### src/rtl/regfile_mp.sv
// rtl/regfile_mp.sv - two-write/two-read register file with clear sequencer and pending-write scoreboard
module regfile_mp #(
  parameter int XLEN     = 32,
  parameter int NREGS    = 32,
  parameter int BYPASS   = 1,
  parameter int ZERO_REG = 1,
  localparam int AW      = $clog2(NREGS)
) (
  input  logic            clk,
  input  logic            reset,
  output logic            ready,
  input  logic [AW-1:0]   rs1_addr,
  input  logic [AW-1:0]   rs2_addr,
  output logic [XLEN-1:0] rs1_data,
  output logic [XLEN-1:0] rs2_data,
  output logic            rs1_busy,
  output logic            rs2_busy,
  input  logic            we0,
  input  logic            we1,
  input  logic [AW-1:0]   waddr0,
  input  logic [AW-1:0]   waddr1,
  input  logic [XLEN-1:0] wdata0,
  input  logic [XLEN-1:0] wdata1,
  input  logic            issue_valid,
  input  logic [AW-1:0]   issue_rd,
  output logic [AW:0]     busy_count
);

  typedef enum logic {CLEAR, READY} state_t;

  state_t          state, state_d;
  logic [AW-1:0]   clr_ptr;
  logic [XLEN-1:0] regs [NREGS];
  logic [NREGS-1:0] pend, pend_d;
  logic [AW:0]     count_d;
  logic            wr0_ok, wr1_ok, iss_ok;
  logic [AW-1:0]   ra [2];
  logic [XLEN-1:0] rd [2];
  logic            rb [2];

  assign ready = (state == READY);

  // Effective operations: only in READY, never during a reset edge, never to a hardwired r0
  assign wr0_ok = ready && !reset && we0 && !(ZERO_REG != 0 && waddr0 == '0);
  assign wr1_ok = ready && !reset && we1 && !(ZERO_REG != 0 && waddr1 == '0);
  assign iss_ok = ready && !reset && issue_valid && !(ZERO_REG != 0 && issue_rd == '0);

  // Next-state logic: CLEAR ends on the edge that clears the last register
  always_comb begin
    state_d = state;
    case (state)
      CLEAR:   if (clr_ptr == AW'(NREGS - 1)) state_d = READY;
      READY:   state_d = READY;
      default: state_d = CLEAR;
    endcase
  end

  // State and clear pointer registers
  always_ff @(posedge clk) begin
    if (reset) begin
      state   <= CLEAR;
      clr_ptr <= '0;
    end else begin
      state <= state_d;
      if (state == CLEAR) clr_ptr <= clr_ptr + 1'b1;
    end
  end

  // Register array: zeroing during CLEAR, port 1 written last so it wins a same-address collision
  always_ff @(posedge clk) begin
    if (!reset && state == CLEAR) begin
      regs[clr_ptr] <= '0;
    end else begin
      if (wr0_ok) regs[waddr0] <= wdata0;
      if (wr1_ok) regs[waddr1] <= wdata1;
    end
  end

  // Scoreboard next value: writes clear, an issue applied afterwards re-sets (new producer wins)
  always_comb begin
    pend_d = pend;
    if (wr0_ok) pend_d[waddr0] = 1'b0;
    if (wr1_ok) pend_d[waddr1] = 1'b0;
    if (iss_ok) pend_d[issue_rd] = 1'b1;
    count_d = '0;
    for (int i = 0; i < NREGS; i++) count_d = count_d + {{AW{1'b0}}, pend_d[i]};
  end

  // Scoreboard and its population count, registered together
  always_ff @(posedge clk) begin
    if (reset) begin
      pend       <= '0;
      busy_count <= '0;
    end else begin
      pend       <= pend_d;
      busy_count <= count_d;
    end
  end

  assign ra[0] = rs1_addr;
  assign ra[1] = rs2_addr;

  // Read ports: zero during CLEAR, r0 hardwired, optional same-cycle write forwarding
  always_comb begin
    for (int p = 0; p < 2; p++) begin
      rd[p] = '0;
      rb[p] = 1'b0;
      if (ready && !(ZERO_REG != 0 && ra[p] == '0)) begin
        rd[p] = regs[ra[p]];
        rb[p] = pend[ra[p]];
        if (BYPASS != 0) begin
          if (wr1_ok && waddr1 == ra[p])      rd[p] = wdata1;
          else if (wr0_ok && waddr0 == ra[p]) rd[p] = wdata0;
          if (((wr0_ok && waddr0 == ra[p]) || (wr1_ok && waddr1 == ra[p])) &&
              !(iss_ok && issue_rd == ra[p]))
            rb[p] = 1'b0;
        end
      end
    end
  end

  assign rs1_data = rd[0];
  assign rs2_data = rd[1];
  assign rs1_busy = rb[0];
  assign rs2_busy = rb[1];

endmodule

### config.mk
export PLATFORM = sky130hd
export DESIGN_NAME = regfile_mp
export DESIGN_NICKNAME = d
export VERILOG_FILES = /design/src/rtl/regfile_mp.sv
export SDC_FILE = /design/constraint.sdc
export NUM_CORES = 2
export LEC_CHECK = 0
export CORE_MARGIN = 2
export CORE_UTILIZATION = 40
export DETAILED_ROUTE_END_ITERATION = 10
export PLACE_DENSITY = 0.55
export SKIP_CTS_REPAIR_TIMING = 1
export SYNTH_ARGS = -nofsm -noshare
export SYNTH_HDL_FRONTEND = slang
export SYNTH_SLANG_ARGS = --single-unit
### constraint.sdc
create_clock -name clk -period 9.1 [get_ports clk]
set_clock_uncertainty 0.05 [all_clocks]
set_input_delay 2.73 -clock clk [delete_from_list [all_inputs] [get_ports clk]]
set_output_delay 2.73 -clock clk [all_outputs]
set_load 0.02 [all_outputs]
# Yosys cells after proc, flatten, opt, wreduce, memory -nomap -nowiden
# Memory sizes are Yosys's and may differ from the RTL's.
# Cells that the tools add are included.
dict set report classes {
  add_sub_neg 32
  n_lt_le_gt_ge 8
  n_eq_ne 7
  muxes 36
  bitwise 6
  n_reduce_logical 37
}
# operator n
set op_table {}
lappend op_table {{$mux W32} 10}
lappend op_table {{$add A6 B1 Y6} 26}
lappend op_table {{$and A32 B32 Y32} 2}
lappend op_table {{$not A32 Y32} 2}
lappend op_table {{$or A32 B32 Y32} 1}
lappend op_table {{$reduce_or A32 Y1} 1}
lappend op_table {{$eq A5 B5 Y1} 6}
lappend op_table {{$lt A5 B6 Y1 const B} 5}
lappend op_table {{$logic_not A5 Y1} 5}
lappend op_table {{$logic_and A1 B1 Y1} 21}
lappend op_table {{$mux W1} 19}
lappend op_table {{$demux W1 S5} 3}
lappend op_table {{$ge A5 B1 Y1 const B} 3}
lappend op_table {{$bmux W1 S5} 2}
lappend op_table {{$logic_not A1 Y1} 8}
lappend op_table {{$add A5 B1 Y6} 1}
lappend op_table {{$add A4 B1 Y5} 1}
lappend op_table {{$add A5 B1 Y5 const B} 1}
lappend op_table {{$eq A5 B5 Y1 const B} 1}
lappend op_table {{$mux W5} 1}
lappend op_table {{$add A3 B1 Y4} 1}
lappend op_table {{$add A2 B1 Y3} 1}
lappend op_table {{$add A1 B1 Y2} 1}
lappend op_table {{$logic_or A1 B1 Y1} 2}
lappend op_table {{other kinds (2)} 2}
dict set report totals {
  regBits 44
  ramBits 1024
  inputBits 94
  out_inout_bits 73
  wordCells 131
  memories 1
}
# memory words width rd rd_clocked_by_memory_dff write_ports line_no
set memory_table {}
lappend memory_table {regs 32 32 2 0 2 33} ;# logic [XLEN-1:0] regs [NREGS];

# Depth between registers and ports, before layout
dict set report logic_depth {
  depth_word 42
  depth_mapped 25
  depth_no_buf 22
}

# Worst setup path before layout
# OpenSTA, ideal clock, no wires.
dict set report synth_timing {
  path_type {input-to-reg}
  from {input waddr1[4]}
  to {register busy_count[4]}
  setup_ns 0.128
  t_arrival_ns 8.132
  required_ns 8.922
  path_slack_ns 0.791
  path_stages 24
  path_buffers 4
  cell_sequence {buf_2 > buf_2 > nand2_1 > or2_2 > clkbuf_1 > nor2_1 > buf_2 > a21oi_1 > a22oi_1 > fa_1 > fa_1 > fa_1 > inv_1 > fa_1 > fa_1 > fa_1 > ha_1 > inv_1 > fa_1 > inv_1 > a21o_1 > a21oi_1 > xor2_1 > nor2_1}
}
dict set report synth_between {
  elab_chain_cells 40
  word_cells_on_any_way 44
  cone_classes {31 x add/sub; 2 x order compare; 4 x mux; 3 x bitwise; 4 x reduce/logical}
}
# item line_no
set synth_rtl {}
lappend synth_rtl {{start: declaration} 21} ;# input logic [AW-1:0] waddr1,
lappend synth_rtl {{$lt A5 B6 Y1 (implied by the code) or $ge A5 B1 Y1 (tied branches)} 83} ;# if (wr1_ok) pend_d[waddr1] = 1'b0;
lappend synth_rtl {{$logic_and A1 B1 Y1 (implied by the code)} 83}
lappend synth_rtl {{$mux W1 (implied by the code)} 83}
lappend synth_rtl {{$demux W1 S5} 83}
lappend synth_rtl {{$not A32 Y32 (no line)} n/a}
lappend synth_rtl {{$and A32 B32 Y32 (no line)} n/a}
lappend synth_rtl {{$mux W32 *} 83}
lappend synth_rtl {{$or A32 B32 Y32 (no line)} n/a}
lappend synth_rtl {{$mux W32 *} 84} ;# if (iss_ok) pend_d[issue_rd] = 1'b1;
lappend synth_rtl {{$add A1 B1 Y2} 86} ;# for (int i = 0; i < NREGS; i++) count_d = count_d + {{AW{1'b0}}, pend_d[i]};
lappend synth_rtl {{$add A2 B1 Y3} 86}
lappend synth_rtl {{$add A3 B1 Y4} 86}
lappend synth_rtl {{$add A4 B1 Y5} 86}
lappend synth_rtl {{$add A5 B1 Y6} 86}
lappend synth_rtl {{$add A6 B1 Y6 (25 in a row)} 86}
lappend synth_rtl {{$add A6 B1 Y6 *} 86}
lappend synth_rtl {{end signal: assignment} 96} ;# busy_count <= count_d;
lappend synth_rtl {{end: declaration} 26} ;# output logic [AW:0] busy_count
# Mark *: on every way between the ends. The rest lies on a longest branch, timed or not.
# A chain may end at the register's enable or synchronous reset.

# Worst setup path in the final report
dict set report layout_timing {
  from {input waddr0[1]}
  to {output rs1_data[18]}
}
dict set report layout_between {
  elab_chain_cells 7
  word_cells_on_any_way 8
  cone_classes {1 x eq/ne; 3 x mux; 4 x reduce/logical}
}
# item line_no
set layout_rtl {}
lappend layout_rtl {{start: declaration} 20} ;# input logic [AW-1:0] waddr0,
lappend layout_rtl {{$logic_not A5 Y1} 44} ;# assign wr0_ok = ready && !reset && we0 && !(ZERO_REG != 0 && waddr0 == '0);
lappend layout_rtl {{$logic_not A1 Y1} 44}
lappend layout_rtl {{$logic_and A1 B1 Y1} 44}
lappend layout_rtl {{$logic_and A1 B1 Y1 *} 113} ;# else if (wr0_ok && waddr0 == ra[p]) rd[p] = wdata0;
lappend layout_rtl {{$mux W32 *} 113}
lappend layout_rtl {{$mux W32 *} 112} ;# if (wr1_ok && waddr1 == ra[p]) rd[p] = wdata1;
lappend layout_rtl {{$mux W32 *} 108} ;# if (ready && !(ZERO_REG != 0 && ra[p] == '0)) begin
lappend layout_rtl {{end: declaration} 14} ;# output logic [XLEN-1:0] rs1_data,
# Marked as above.

==> reports/results.tsv <==
stage	metric	value	unit
setup_path	critPathKind	input pin to output port	
setup_path	startpoint_type	input pin	
synthesis	yosysSeqAreaShare	49.3	%
synthesis	synth_nets	5810	
cts	cts-root-buf	clkbuf_16	
final_layout	fillers	14200	
sta	fin_crit	9.04	ns
power	p_total	0.0112	W
drt	drt_wl_total	262	mm
grt	grt_use_met2	50.2	%
synthesis	synth.area.top_cells	edfxtp_1, mux4_2, o21ai_0, nand2_1, mux2i_1	
final_layout	areaGrowthSynthToFinish	12.9	%
synthesis	syn-cell-area	64100	um^2
synthesis	synth.avg_cell_area	11.3	um^2
power	p_sw_share	24.9	%
cts	cts.clk_slew.worst_paths	0.06	ns
cts	htree_levels	3	
power	pwr-share-comb	8.9	%
run_status	run_status	finished, final reports clean	
setup_path	arrival	6.26	ns
grt	grt_remaining_overflow	0	
power	p_int	0.00843	W
cts	cts-buffers-inserted	119	
synthesis	ys_types	64	
floorplan	start_util	40.4	%
grt	grt_antenna_before_repair	5	
floorplan	rows	146	
grt	grt_usage	31.5	%
grt	grt_max_degree	78	
synthesis	synth-edff-count	1024	
placement	dp_slack	-0.0127	ns
synthesis	synth_top_area_cell	edfxtp_1	
power	p_per_area	155	nW/um^2
power	ir_drop	0.167	mV
drt	first_iter_violations	7505	
setup_path	rr_worst_depth	20	
drt	vias	50700	
setup_path	required	6.32	ns
final_layout	final_core_util	45.6	%
sta	setup_viol	0	
final_layout	layout-drive-gt1-share	19.6	%
final_layout	layout.area.seq	31600	um^2
setup_path	crit_buf_inv	3	
sta	rsz0062_at_grt	false	
sta	period_share	99.4	%
final_layout	multi_input_area	29600	um^2
floorplan	ioPinCount	167	
floorplan	core	159000	um^2
sta	drv_slew	0	
sta	whs	0.478	ns
min_path	holdCritPathClass	flop to flop	
drt	ant_nets	0	
setup_path	crit_family	buffers and inverters	
synthesis	async_reset_ff_share	0	%
drt	wl_per_cell	33.8	um
drt	drc	0	
cts	clock_sinks	1068	
power	clock_power_share	43.4	%
synthesis	ys_ff_latch	1068	
floorplan	fp.dieArea	164000	um^2
synthesis	ys_warn_count	0	
power	seqPwrFrac	47.7	%
sta	setup_tns	0	ns
job	cap_violations	0	
cts	cts_tree	done	
setup_path	path_max_fanout	14	
min_path	worstHoldEndpoint	pend[0]	
cts	clk_latency	0.74	ns
setup_path	cpMostUsedCell	clkdlybuf4s50_1	
grt	grt_pass1_vias	48500	
setup_path	r2r_start	ready	
synthesis	synthesis.instances	5683	
grt	top_usage_layer	met2	
power	p_leak	22.4	nW
grt	grt_use_met3	5.17	%
min_path	hp-start	pend[0]	
grt	grt_pass1_wl	366	mm
drt	firstDrtPassIters	9	
setup_path	cp_slowest_cell	clkdlybuf4s50_1	
sta	fmax	111	MHz
synthesis	synth_top_area_share	47.9	%
floorplan	die_x	404	um
cts	clock_path_buffers	3	
sta	slew_headroom	18.8	%
placement	port_buffers	166	
synthesis	synth_common_cells	nand2_1, o21ai_0, edfxtp_1	
setup_path	timing.rr.end	busy_count[4]	
final_layout	num_antenna_cells	0	
sta	hold_viol	0	
sta	setup_slack	0.0571	ns
min_path	worstHoldPathCells	2	
setup_path	path_cells	clkdlybuf4s50_1, nor2_1, a21oi_4, a31oi_4, buf_4, nand3_1, o21ai_0, a2111oi_2, clkdlybuf4s50_1	
setup_path	slowest_delay	0.74	ns
floorplan	die-height	404	um
placement	hpwl	157	mm
setup_path	endpoint_kind	output port	
placement	gp_congestion	0.915	
final_layout	fin_nets	5712	
sta	tightest_slew	1.21	ns
synthesis	synth_ff_type	edfxtp_1	
drt	via_per_inst	6.54	
synthesis	synth_most_common_cell	nand2_1	
grt	grtUsageMet1	41.6	%
setup_path	reg2reg_setup_slack	2.70	ns
power	p_sw	0.00280	W
-- layer usage --
metal / wire (um) / vias up / part of all wire [%]
met3: 27200 / 675 / 10
met5: 23 / - / 0.0088
met1: 98200 / 25400 / 37
li1: - / 21200 / -
met2: 121000 / 3393 / 46
met4: 15100 / 4 / 5.8
-- tightest hold or removal path: cells and delay by family (launching register included) --
kind                   cells  cell delay, ns
buffers and inverters      1            0.10
flip-flops                 1            0.33
AND/OR/NAND/NOR            1            0.05
-- how the worst max path moves through the flow --
stage	startpoint	to	slack, ns	depth (start not counted)
5_1_grt	waddr0[1]	rs1_data[21]	0.007	8
3_3_place_gp	waddr1[3]	rs2_data[28]	0.02	11
6_report	waddr0[1]	rs1_data[18]	0.06	9
4_1_cts	waddr1[3]	rs2_data[28]	-0.04	11
3_5_place_dp	waddr0[1]	rs2_data[29]	-0.01	8
2_1_floorplan	waddr1[4]	busy_count[4]	0.79	24
-- cell type report --
| type | count | share of cell area [%] |
|---|---|---|
| sequential | 1068 | 43.7 |
| clock inverter | 68 | 0.876 |
| multi-input combinational | 3857 | 41.0 |
| inverter | 67 | 0.347 |
| clock buffer | 148 | 4.37 |
| tap | 2072 | 3.58 |
| timing repair buffer | 472 | 6.16 |
-- per-stage QoR --
stage,cells,cell area (um^2)
finish,7752,72400
global placement,7531,68500
CTS,7747,72300
global route,7752,72400
floorplan,5683,64100
detailed placement,7531,68500
-- sequential cells by signal, indices dropped and copies added (netlist names) --
| signal | count |
|---|---|
| clr_ptr | 5 |
| busy_count | 6 |
| regs | 1024 |
| pend | 32 |
| ready | 1 |
-- layout by cell type (no fill, tap or decap), drive strengths merged, types with 6 or more instances in the layout --
cell type,instances
a2111oi,48
a21oi,26
a221oi,124
a22oi,178
a32o,6
a32oi,10
and2,12
buf,327
bufinv,10
clkbuf,148
clkdlybuf4s50,145
clkinv,49
dfxtp,44
edfxtp,1024
fa,24
ha,9
inv,71
mux2i,278
mux4,408
nand2,1088
nand2b,8
nand3,61
nand3b,6
nand4,11
nor2,269
nor2b,30
nor3,17
nor4,18
o211a,14
o21ai,1114
o22ai,21
xnor2,7
xor2,28
-- cell families after synthesis --
logic type | synth area share [%]
AO/OA/AOI/OAI | 15.2
multiplexers | 18.7
AND/OR/NAND/NOR | 9.86
adder cells (fa/ha/maj) | 0.925
flip-flops | 49.3
XOR/XNOR | 0.478
buffers and inverters | 5.53
-- power by group through the flow --
stage                     Combinational (W)  Clock (W)  Sequential (W)
after global routing                0.00103    0.00504         0.00536
final                               0.00100    0.00487         0.00536
after global placement             0.000980          0         0.00546
after detailed placement           0.000981          0         0.00546
after floorplan                    0.000595          0         0.00546
after CTS                          0.000983    0.00488         0.00536
Note: power is estimated with default switching activity, not from simulation.
